==> config.mk <==
export PLATFORM = sky130hd
export DESIGN_NAME = btb_update_queue
export DESIGN_NICKNAME = d
export VERILOG_FILES = /design/src/rtl/btb_update_queue.sv
export SDC_FILE = /design/constraint.sdc
export NUM_CORES = 1
export LEC_CHECK = 0
export CORE_ASPECT_RATIO = 1.75
export CORE_MARGIN = 2
export CORE_UTILIZATION = 53
export DETAILED_ROUTE_END_ITERATION = 8
export PLACE_DENSITY = 0.76
export SLEW_MARGIN = 5
export SYNTH_ARGS = -nofsm -noshare
export SYNTH_HDL_FRONTEND = slang
export SYNTH_SLANG_ARGS = --single-unit
==> constraint.sdc <==
create_clock -name clock -period 14.35 [get_ports clock]
set_input_delay 2.87 -clock clock [delete_from_list [all_inputs] [get_ports clock]]
set_output_delay 2.87 -clock clock [all_outputs]
set_load 0.02 [all_outputs]
==> src/rtl/btb_update_queue.sv <==
// btb_update_queue: in-order buffer between retire and the BTB retire write
// port. Resolved branches are queued and driven one per cycle through a
// registered output stage; an update is replayed while the BTB is busy with
// a fetch1 speculative write. Overflowing updates are dropped and counted.
module btb_update_queue #(
  parameter int DEPTH = 8,
  parameter int AW    = 3
) (
  input  logic          clock,
  input  logic          reset_n,
  input  logic          rt_valid_i,
  input  logic [63:0]   rt_brpc_i,
  input  logic          rt_brdir_i,
  input  logic [63:0]   rt_tar_i,
  input  logic          sp_we_i,
  output logic          btb_rt_we_o,
  output logic [63:0]   btb_rt_brpc_o,
  output logic          btb_rt_brdir_o,
  output logic [63:0]   btb_taken_addr_o,
  output logic [AW:0]   count_o,
  output logic          full_o,
  output logic [15:0]   drop_cnt_o
);

  localparam logic [AW:0] DEPTH_C = (AW+1)'(DEPTH);

  // FIFO storage, one array per field
  logic [63:0]   mem_pc  [DEPTH];
  logic          mem_dir [DEPTH];
  logic [63:0]   mem_tar [DEPTH];

  logic [AW-1:0] wr_ptr;
  logic [AW-1:0] rd_ptr;
  logic [AW:0]   count;
  logic [15:0]   drop_cnt;

  // output stage
  logic          or_we;
  logic [63:0]   or_pc;
  logic          or_dir;
  logic [63:0]   or_tar;

  logic          acc;
  logic          refill;
  logic          fifo_empty;
  logic          fifo_full;
  logic          pop;
  logic          bypass;
  logic          push;
  logic          drop;

  // Control decode: acceptance, refill source selection, push/drop decision.
  // A push into a full FIFO is legal when the head leaves in the same cycle.
  always_comb begin
    acc        = or_we && !sp_we_i;
    refill     = !or_we || acc;
    fifo_empty = (count == '0);
    fifo_full  = (count == DEPTH_C);
    pop        = refill && !fifo_empty;
    bypass     = refill && fifo_empty && rt_valid_i;
    push       = rt_valid_i && !bypass && (!fifo_full || pop);
    drop       = rt_valid_i && !bypass && !push;
  end

  // FIFO entry write; contents need no reset since count gates every read
  always_ff @(posedge clock) begin
    if (push) begin
      mem_pc[wr_ptr]  <= rt_brpc_i;
      mem_dir[wr_ptr] <= rt_brdir_i;
      mem_tar[wr_ptr] <= rt_tar_i;
    end
  end

  // Pointer and occupancy bookkeeping
  always_ff @(posedge clock or negedge reset_n) begin
    if (!reset_n) begin
      wr_ptr <= '0;
      rd_ptr <= '0;
      count  <= '0;
    end else begin
      if (push) wr_ptr <= wr_ptr + 1'b1;
      if (pop)  rd_ptr <= rd_ptr + 1'b1;
      if (push && !pop)      count <= count + 1'b1;
      else if (pop && !push) count <= count - 1'b1;
    end
  end

  // Output stage: hold on replay, otherwise refill from FIFO head, then bypass
  always_ff @(posedge clock or negedge reset_n) begin
    if (!reset_n) begin
      or_we  <= 1'b0;
      or_pc  <= '0;
      or_dir <= 1'b0;
      or_tar <= '0;
    end else if (refill) begin
      if (pop) begin
        or_we  <= 1'b1;
        or_pc  <= mem_pc[rd_ptr];
        or_dir <= mem_dir[rd_ptr];
        or_tar <= mem_tar[rd_ptr];
      end else if (rt_valid_i) begin
        or_we  <= 1'b1;
        or_pc  <= rt_brpc_i;
        or_dir <= rt_brdir_i;
        or_tar <= rt_tar_i;
      end else begin
        or_we  <= 1'b0;
      end
    end
  end

  // Saturating count of updates lost to overflow
  always_ff @(posedge clock or negedge reset_n) begin
    if (!reset_n) begin
      drop_cnt <= '0;
    end else if (drop && (drop_cnt != '1)) begin
      drop_cnt <= drop_cnt + 16'd1;
    end
  end

  assign btb_rt_we_o      = or_we;
  assign btb_rt_brpc_o    = or_pc;
  assign btb_rt_brdir_o   = or_dir;
  assign btb_taken_addr_o = or_tar;
  assign count_o          = count;
  assign full_o           = fifo_full;
  assign drop_cnt_o       = drop_cnt;

endmodule

==> results of run 1 <==
stage by stage:
stage	worst slack (ps)	hold WS (ps)	utilization	total power, µW	std cells
floorplan	1386	541.0	-	6950	2193
global placement	7765	479.5	0.5821	7939	3522
detailed placement	7750	487.9	0.5821	8035	3522
CTS	8453	498.1	0.6213	10820	3704
global route	8208	507.3	0.6214	11150	3708
finish	8423	498.8	0.6214	10700	3710
power breakdown:
group	internal (µW)	switching [µW]
Combinational	1520	1650
Sequential	4420	351
Clock	1570	1200
cells by family (layout without fill, tap and decap cells):
family	after synthesis	after routing
mux	389	389
xor+xnor	24	24
buf+inv	133	492
compound gates	264	264
other cells	0	6
fa+ha+maj	7	7
simple gates	188	188
flops	1188	1188
registers in the layout, indices dropped and copies added (netlist names), 3 cells and up:
| register | flops |
|---|---|
| mem_pc | 512 |
| mem_tar | 512 |
| btb_rt_brpc_o | 64 |
| btb_taken_addr_o | 64 |
| drop_cnt_o | 16 |
| mem_dir | 8 |
| count_o | 4 |
| rd_ptr | 3 |
| wr_ptr | 3 |
metal layers:
metal / track usage / routed length (µm)
met1: 0.2985 / 39100
met5: 0 / 179
met3: 0.05118 / 7127
met4: 0.07032 / 2397
met2: 0.3698 / 48280
Yosys cell counts (2+ instances only):
library cell | n | area, µm²
sky130_fd_sc_hd__and4_1 | 3 | 26.28
sky130_fd_sc_hd__xnor2_1 | 13 | 113.9
sky130_fd_sc_hd__dfrtp_1 | 156 | 3904
sky130_fd_sc_hd__nor3_1 | 6 | 30.03
sky130_fd_sc_hd__a211oi_1 | 129 | 968.4
sky130_fd_sc_hd__buf_2 | 48 | 240.2
sky130_fd_sc_hd__nor4_1 | 3 | 18.77
sky130_fd_sc_hd__mux2i_1 | 129 | 1291
sky130_fd_sc_hd__nand4_1 | 3 | 18.77
sky130_fd_sc_hd__nand2b_1 | 2 | 12.51
sky130_fd_sc_hd__clkbuf_1 | 66 | 247.7
sky130_fd_sc_hd__inv_1 | 3 | 11.26
sky130_fd_sc_hd__nand3_1 | 3 | 15.01
sky130_fd_sc_hd__buf_1 | 15 | 56.30
sky130_fd_sc_hd__mux4_2 | 258 | 5811
sky130_fd_sc_hd__a21oi_1 | 130 | 650.6
sky130_fd_sc_hd__edfxtp_1 | 1032 | 30990
sky130_fd_sc_hd__nor2_1 | 10 | 37.54
sky130_fd_sc_hd__ha_1 | 6 | 75.07
sky130_fd_sc_hd__and3_2 | 2 | 15.01
sky130_fd_sc_hd__and2_2 | 2 | 15.01
sky130_fd_sc_hd__nand2_1 | 18 | 67.56
sky130_fd_sc_hd__mux2_2 | 2 | 22.52
sky130_fd_sc_hd__nor2b_1 | 129 | 807.0
sky130_fd_sc_hd__xor2_1 | 11 | 96.34
layout make-up:
class                           count  area share
Sequential cell                  1188      0.6572
Clock buffer                      125     0.05157
Clock inverter                     57     0.01147
Tap cell                         1152     0.02714
Multi-Input combinational cell    872      0.1934
Timing Repair Buffer              307     0.05869
Antenna cell                        6   0.0002827
Inverter                            3   0.0002120
critical path, delay by kind of cell:
kind | cells | cell delay, ps
AOI/OAI and AO/OA | 1 | 270
xor gates and xnor gates | 1 | 150
buffers and inverters | 3 | 1550
and+or+nand+nor | 3 | 1330
worst max path at each step:
stage,end,slack (ps),depth (start not counted)
2_1_floorplan,mem_dir[4]$_DFFE_PP_,1390,6
6_report,mem_pc[7][23]$_DFFE_PP_,8420,8
3_5_place_dp,mem_tar[7][18]$_DFFE_PP_,7750,8
5_1_grt,mem_pc[7][17]$_DFFE_PP_,8210,8
4_1_cts,mem_pc[7][23]$_DFFE_PP_,8450,8
3_3_place_gp,mem_tar[7][14]$_DFFE_PP_,7770,8
==> key figures, run 1 <==
Run status
  • Outcome: finished, final reports clean

Synth
  • Main synth FF type: sky130_fd_sc_hd__edfxtp_1
  • Synthesized-area fraction occupied by ao, oa, aoi and oai cells: 0.03623
  • Largest family of logic cells by synthesized area: multiplexers
  • Basic-gate share of the synthesized area counting and, or, nand and nor cells: 0.02453
  • Number of enable-type register cells in the synthesized netlist: 1032
  • Flip-flop and latch count after synthesis: 1188
  • Post-Syn Area: 0.04566 mm²
  • XOR/XNOR share of the synthesized area: 0.004604
  • Syn_nets: 2333
  • Netlist cell types: 39
  • Mux cell area share after synthesis: 0.1560
  • Average footprint of a synthesized cell: 20.82 µm²
  • Share of synthesized cell area in full adder, half adder and majority cells: 0.002083
  • Proportion of synthesized chip area in sequential cells: 0.7642
  • Synthesis Warnings: 0
  • Async S/R FF share, synth: 0.1313
  • Synth Instances: 2193

Finish
  • Area used by multi-input combinational logic: 0.01027 mm²
  • Most common cell after layout, fill and taps aside: sky130_fd_sc_hd__edfxtp_1
  • Area added between synthesis and finish: 16.31%
  • Area used by sequential logic in the layout: 0.03490 mm²
  • Fraction of layout instances using a drive strength above 1: 0.1810
  • Fill cells: 5796
  • Net total in the final layout: 2610
  • Final design instance area without fill: 0.05311 mm²
  • Most used cells in the layout excluding fill and tap cells: 1032 x sky130_fd_sc_hd__edfxtp_1, 282 x sky130_fd_sc_hd__clkdlybuf4s50_1, 258 x sky130_fd_sc_hd__mux4_2

Global routing
  • Maximum number of pins on one net before global-route repair: 185
  • Via count of the first global-routing pass: 23760
  • Total routing resource utilization after global routing: 0.2239
  • Initial antenna violation count: 18
  • GR Overflow Total: 0
  • First-pass GRT wire length: 146.4 mm

Worst setup path
  • Source of the critical timing path: sp_we_i
  • Origin of the critical flop-to-flop path: rd_ptr[0]$_DFFE_PN0N_
  • Cells along the critical path: clkdlybuf4s50_1 -> nand2_1 -> xnor2_1 -> o21ai_1 -> inv_1 -> nand2_1 -> nor2_4 -> buf_4
  • Setup slack of the worst register-to-register path: 9660 ps
  • Endpoint type of the worst setup path: register
  • Longest individual stage delay on the worst path: 990 ps
  • Required time of the critical path: 14640 ps
  • Arrival time at the worst endpoint: 6220 ps
  • Critical Path Source Type: input pin
  • Slowest-stage cell, CP: sky130_fd_sc_hd__nor2_4
  • Critical Path Most Common Cell: sky130_fd_sc_hd__nand2_1
  • Worst Reg2Reg Path Length in Cells: 6
  • Worst Path Class, Setup: in2reg
  • Destination of the worst register-to-register timing path: btb_rt_brpc_o[34]$_DFFE_PN0P_
  • Worst-path maximum fanout: 53

Clock tree
  • # hold bufs at CTS: 0
  • Root buf cell: sky130_fd_sc_hd__clkbuf_16
  • Max clock buf depth: 3
  • Post CTS Setup Buffer Count: 0
  • Post-cts repair resize count: 0
  • H-tree levels: 3
  • Clk pin slew, worst setup/hold paths: 60 ps
  • Count of clock tree sinks: 1188
  • TritonCTS clock tree: done
  • Clk Latency, worst-skew pair: 690 ps
  • Clock buffer count from CTS: 98

Floorplan
  • Die W: 225.9 µm
  • Die area: 0.08861 mm²
  • Placeable core region: 0.08546 mm²
  • Standard-cell row count: 142
  • Number of top-level design ports: 284
  • Effective utilization at floorplan: 0.5343
  • Die Height: 392.3 µm

Hold path
  • Hold Crit Endpoint: drop_cnt_o[7]$_DFFE_PN0P_
  • Number of stages on the worst hold path: 1
  • Hold_sp: drop_cnt_o[7]$_DFFE_PN0P_
  • Type of the worst min-delay path: reg2reg

Timing
  • Setup repair after global routing missed its margin: no
  • Final worst-path cycle share: 0.4130
  • Setup_tns: 0 ps
  • Worst Max-Slew Pin Slew: 1237 ps
  • Total count of max-transition violations in the final report: 0
  • Final critical-path required period: 5927 ps
  • Rel. slew slack: 0.1737
  • Final Hold Fails: 0
  • Top achievable clock speed: 0.1687 GHz
  • Count of endpoints failing setup in the final report: 0
  • Final worst clock skew: 22.87 ps

Route
  • Final antenna-violating net count: 0
  • Final WL: 97.08 mm
  • Average wire per standard cell: 26.17 µm
  • # DRC: 0
  • Number of design-rule violations left by the first detailed-router iteration: 1896
  • DR vias: 22270
  • Average via count per standard cell: 6.002
  • First drt pass iteration count: 5

Run
  • Count of maximum capacitance violations: 0

Pwr
  • Total power divided by cell area: 201.5 mW/mm²
  • Leakage power: 0.01731 µW
  • Worst vdd ir: 0.1723 mV

Placement
  • Placer's final routability congestion estimate: 0.7325
  • Detailed-placement wirelength estimate: 49.69 mm
  • PortBufs: 283
  • Post-placement cell area: 0.04975 mm²
(Power assumes the default switching activity.)
==> inputs of run 2 (changes only) <==
==> constraint.sdc (replaced) <==
create_clock -name clock -period 5.3 [get_ports clock]
set_input_delay 1.06 -clock clock [delete_from_list [all_inputs] [get_ports clock]]
set_output_delay 1.06 -clock clock [all_outputs]
set_load 0.02 [all_outputs]
==> key figures, run 2 (synthesis gave the netlist of run 1 again) <==
Timing
  • Final worst clock skew: 29.83 ps (+6.957 ps)
  • Total count of max-transition violations in the final report: 0 (unchanged)
  • Top achievable clock speed: 0.3045 GHz
  • Setup_tns: 0 ps (unchanged)
  • Final Hold Fails: 0 (unchanged)
  • Count of endpoints failing setup in the final report: 0 (unchanged)
  • Final critical-path required period: 3284 ps
  • Worst setup margin: 2016 ps (-6407 ps)
  • Rel. slew slack: 0.1176 (-0.05610)
  • Setup repair after global routing missed its margin: no
  • Final worst-path cycle share: 0.6196
  • Worst Max-Slew Pin Slew: 1314 ps (+77.22 ps)

Route
  • Average wire per standard cell: 26.45 µm (+1.1%)
  • Final WL: 98.89 mm (+1.9%)
  • Number of design-rule violations left by the first detailed-router iteration: 1991 (+5.0%)
  • First drt pass iteration count: 5 (unchanged)
  • Average via count per standard cell: 5.959 (-0.72%)
  • Final antenna-violating net count: 0 (unchanged)
  • # DRC: 0 (unchanged)
  • DR vias: 22280 (+0.058%)

Global routing
  • First-pass GRT wire length: 147.7 mm (+0.90%)
  • GR Overflow Total: 0 (unchanged)
  • Via count of the first global-routing pass: 23630 (-0.58%)
  • Total routing resource utilization after global routing: 0.2272 (+0.003226)
  • Maximum number of pins on one net before global-route repair: 180 (-2.7%)
  • Initial antenna violation count: 10 (-8)

Run status
  • Outcome: finished, final reports clean

Finish
  • Fraction of layout instances using a drive strength above 1: 0.1897 (+0.008667)
  • Most used cells in the layout excluding fill and tap cells: 1032 x sky130_fd_sc_hd__edfxtp_1, 282 x sky130_fd_sc_hd__clkdlybuf4s50_1, 258 x sky130_fd_sc_hd__mux4_2
  • Area used by multi-input combinational logic: 0.01034 mm² (+0.69%)
  • Final core occ: 0.6269 (+0.005432)
  • Area added between synthesis and finish: 17.33%
  • Fill cells: 5645 (-2.6%)
  • Most common cell after layout, fill and taps aside: sky130_fd_sc_hd__edfxtp_1
  • Net total in the final layout: 2641 (+1.2%)
  • Area used by sequential logic in the layout: 0.03490 mm² (unchanged)
  • Top flop regs: mem_pc: 512 flops, mem_tar: 512 flops
  • Final design instance area without fill: 0.05357 mm² (+0.87%)

Floorplan
  • Placeable core region: 0.08546 mm² (unchanged)
  • Standard-cell row count: 142 (unchanged)
  • Die area: 0.08861 mm² (unchanged)
  • Die Height: 392.3 µm (unchanged)
  • Die W: 225.9 µm (unchanged)
  • Number of top-level design ports: 284 (unchanged)
  • Effective utilization at floorplan: 0.5343 (unchanged)

Clock tree
  • Count of clock tree sinks: 1188 (unchanged)
  • Clk pin slew, worst setup/hold paths: 60 ps (about the same)
  • H-tree levels: 3 (unchanged)
  • Clock buffer count from CTS: 98 (unchanged)
  • Max clock buf depth: 3 (unchanged)
  • # hold bufs at CTS: 0 (unchanged)
  • TritonCTS clock tree: done
  • Post CTS Setup Buffer Count: 0 (unchanged)
  • Post-cts repair resize count: 0 (unchanged)
  • Root buf cell: sky130_fd_sc_hd__clkbuf_16
  • Clk Latency, worst-skew pair: 700 ps (about the same)

Pwr
  • Total power divided by cell area: 541.1 mW/mm² (+170%)
  • Leakage power: 0.01750 µW (+1.1%)
  • Total Power: 28990 µW (+170%)
  • Worst vdd ir: 0.3726 mV (+120%)

Worst setup path
  • Worst-path maximum fanout: 15 (-72%)
  • Worst Path Buf+Inv: 2 (-1)
  • Slowest-stage cell, CP: sky130_fd_sc_hd__nor4_4
  • Endpoint type of the worst setup path: register
  • Family with the most delay on the worst path: simple AND/OR/NAND/NOR gates
  • Required time of the critical path: 5670 ps (-8970 ps)
  • Critical Path Source Type: input pin
  • Longest individual stage delay on the worst path: 1150 ps (+160 ps)
  • Arrival time at the worst endpoint: 3660 ps (-2560 ps)
  • Cells along the critical path: clkdlybuf4s50_1 -> nand2_8 -> xnor2_4 -> o21ai_4 -> nor4_4 -> buf_4
  • Worst Path Class, Setup: in2reg

Placement
  • PortBufs: 283 (unchanged)
  • Post-place setup slack: 1331 ps (-6419 ps)
  • Detailed-placement wirelength estimate: 54.20 mm (+9.1%)
  • Placer's final routability congestion estimate: 0.7439 (+1.6%)
  • Post-placement cell area: 0.05032 mm² (+1.2%)

Run
  • Count of maximum capacitance violations: 0 (unchanged)

Hold path
  • Type of the worst min-delay path: in2async
==> run 2: report_power, final <==
group / internal (µW) / total (µW) / leakage [µW] / switching (µW)
combinational: 4260 / 8710 / 0.00476 / 4450
clock: 4060 / 7300 / 0.00156 / 3250
sequential: 11900 / 13000 / 0.0112 / 1030
==> run 2: layout make-up <==
class,count,share of cell area
antenna,4,0.0001868
clock inverter,59,0.01081
sequential,1188,0.6515
tap,1152,0.02691
inverter,3,0.0002102
timing repair buffer,338,0.06766
multi-input combinational,872,0.1931
clock buffer,123,0.04963
==> run 2: metal layers <==
metal  part of all wire  vias up  track usage
met5            0.00088        -            0
met4              0.023       14      0.07128
met3              0.069      145      0.04281
met2               0.51      786       0.3829
met1               0.40    11730       0.3020
li1                   -     9604            -
==> run 2: final timing paths <==
| check | from | endpoint | slack [ps] | cells past startpoint |
|---|---|---|---|---|
| max in group asynchronous | reset_n | rd_ptr[1]$_DFFE_PN0N_ | 3760 | 2 |
| setup / recovery | sp_we_i | mem_tar[0][58]$_DFFE_PP_ | 2020 | 6 |
| hold / removal | reset_n | btb_taken_addr_o[44]$_DFFE_PN0P_ | 390 | 1 |
| min in group clock | drop_cnt_o[15]$_DFFE_PN0P_ | drop_cnt_o[15]$_DFFE_PN0P_ | 500 | 1 |
| hold reg to reg | drop_cnt_o[15]$_DFFE_PN0P_ | drop_cnt_o[15]$_DFFE_PN0P_ | 500 | 1 |
| setup reg to reg | count_o[1]$_DFFE_PN0P_ | count_o[3]$_DFFE_PN0P_ | 2270 | 11 |
==> run 2: through the flow <==
stage / std cells / hold WS, ps
after floorplan: 2193 / 546.0
after global placement: 3553 / 480.1
after detailed placement: 3553 / 493.8
after CTS: 3735 / 417.8
after global routing: 3736 / 448.3
final: 3739 / 394.3
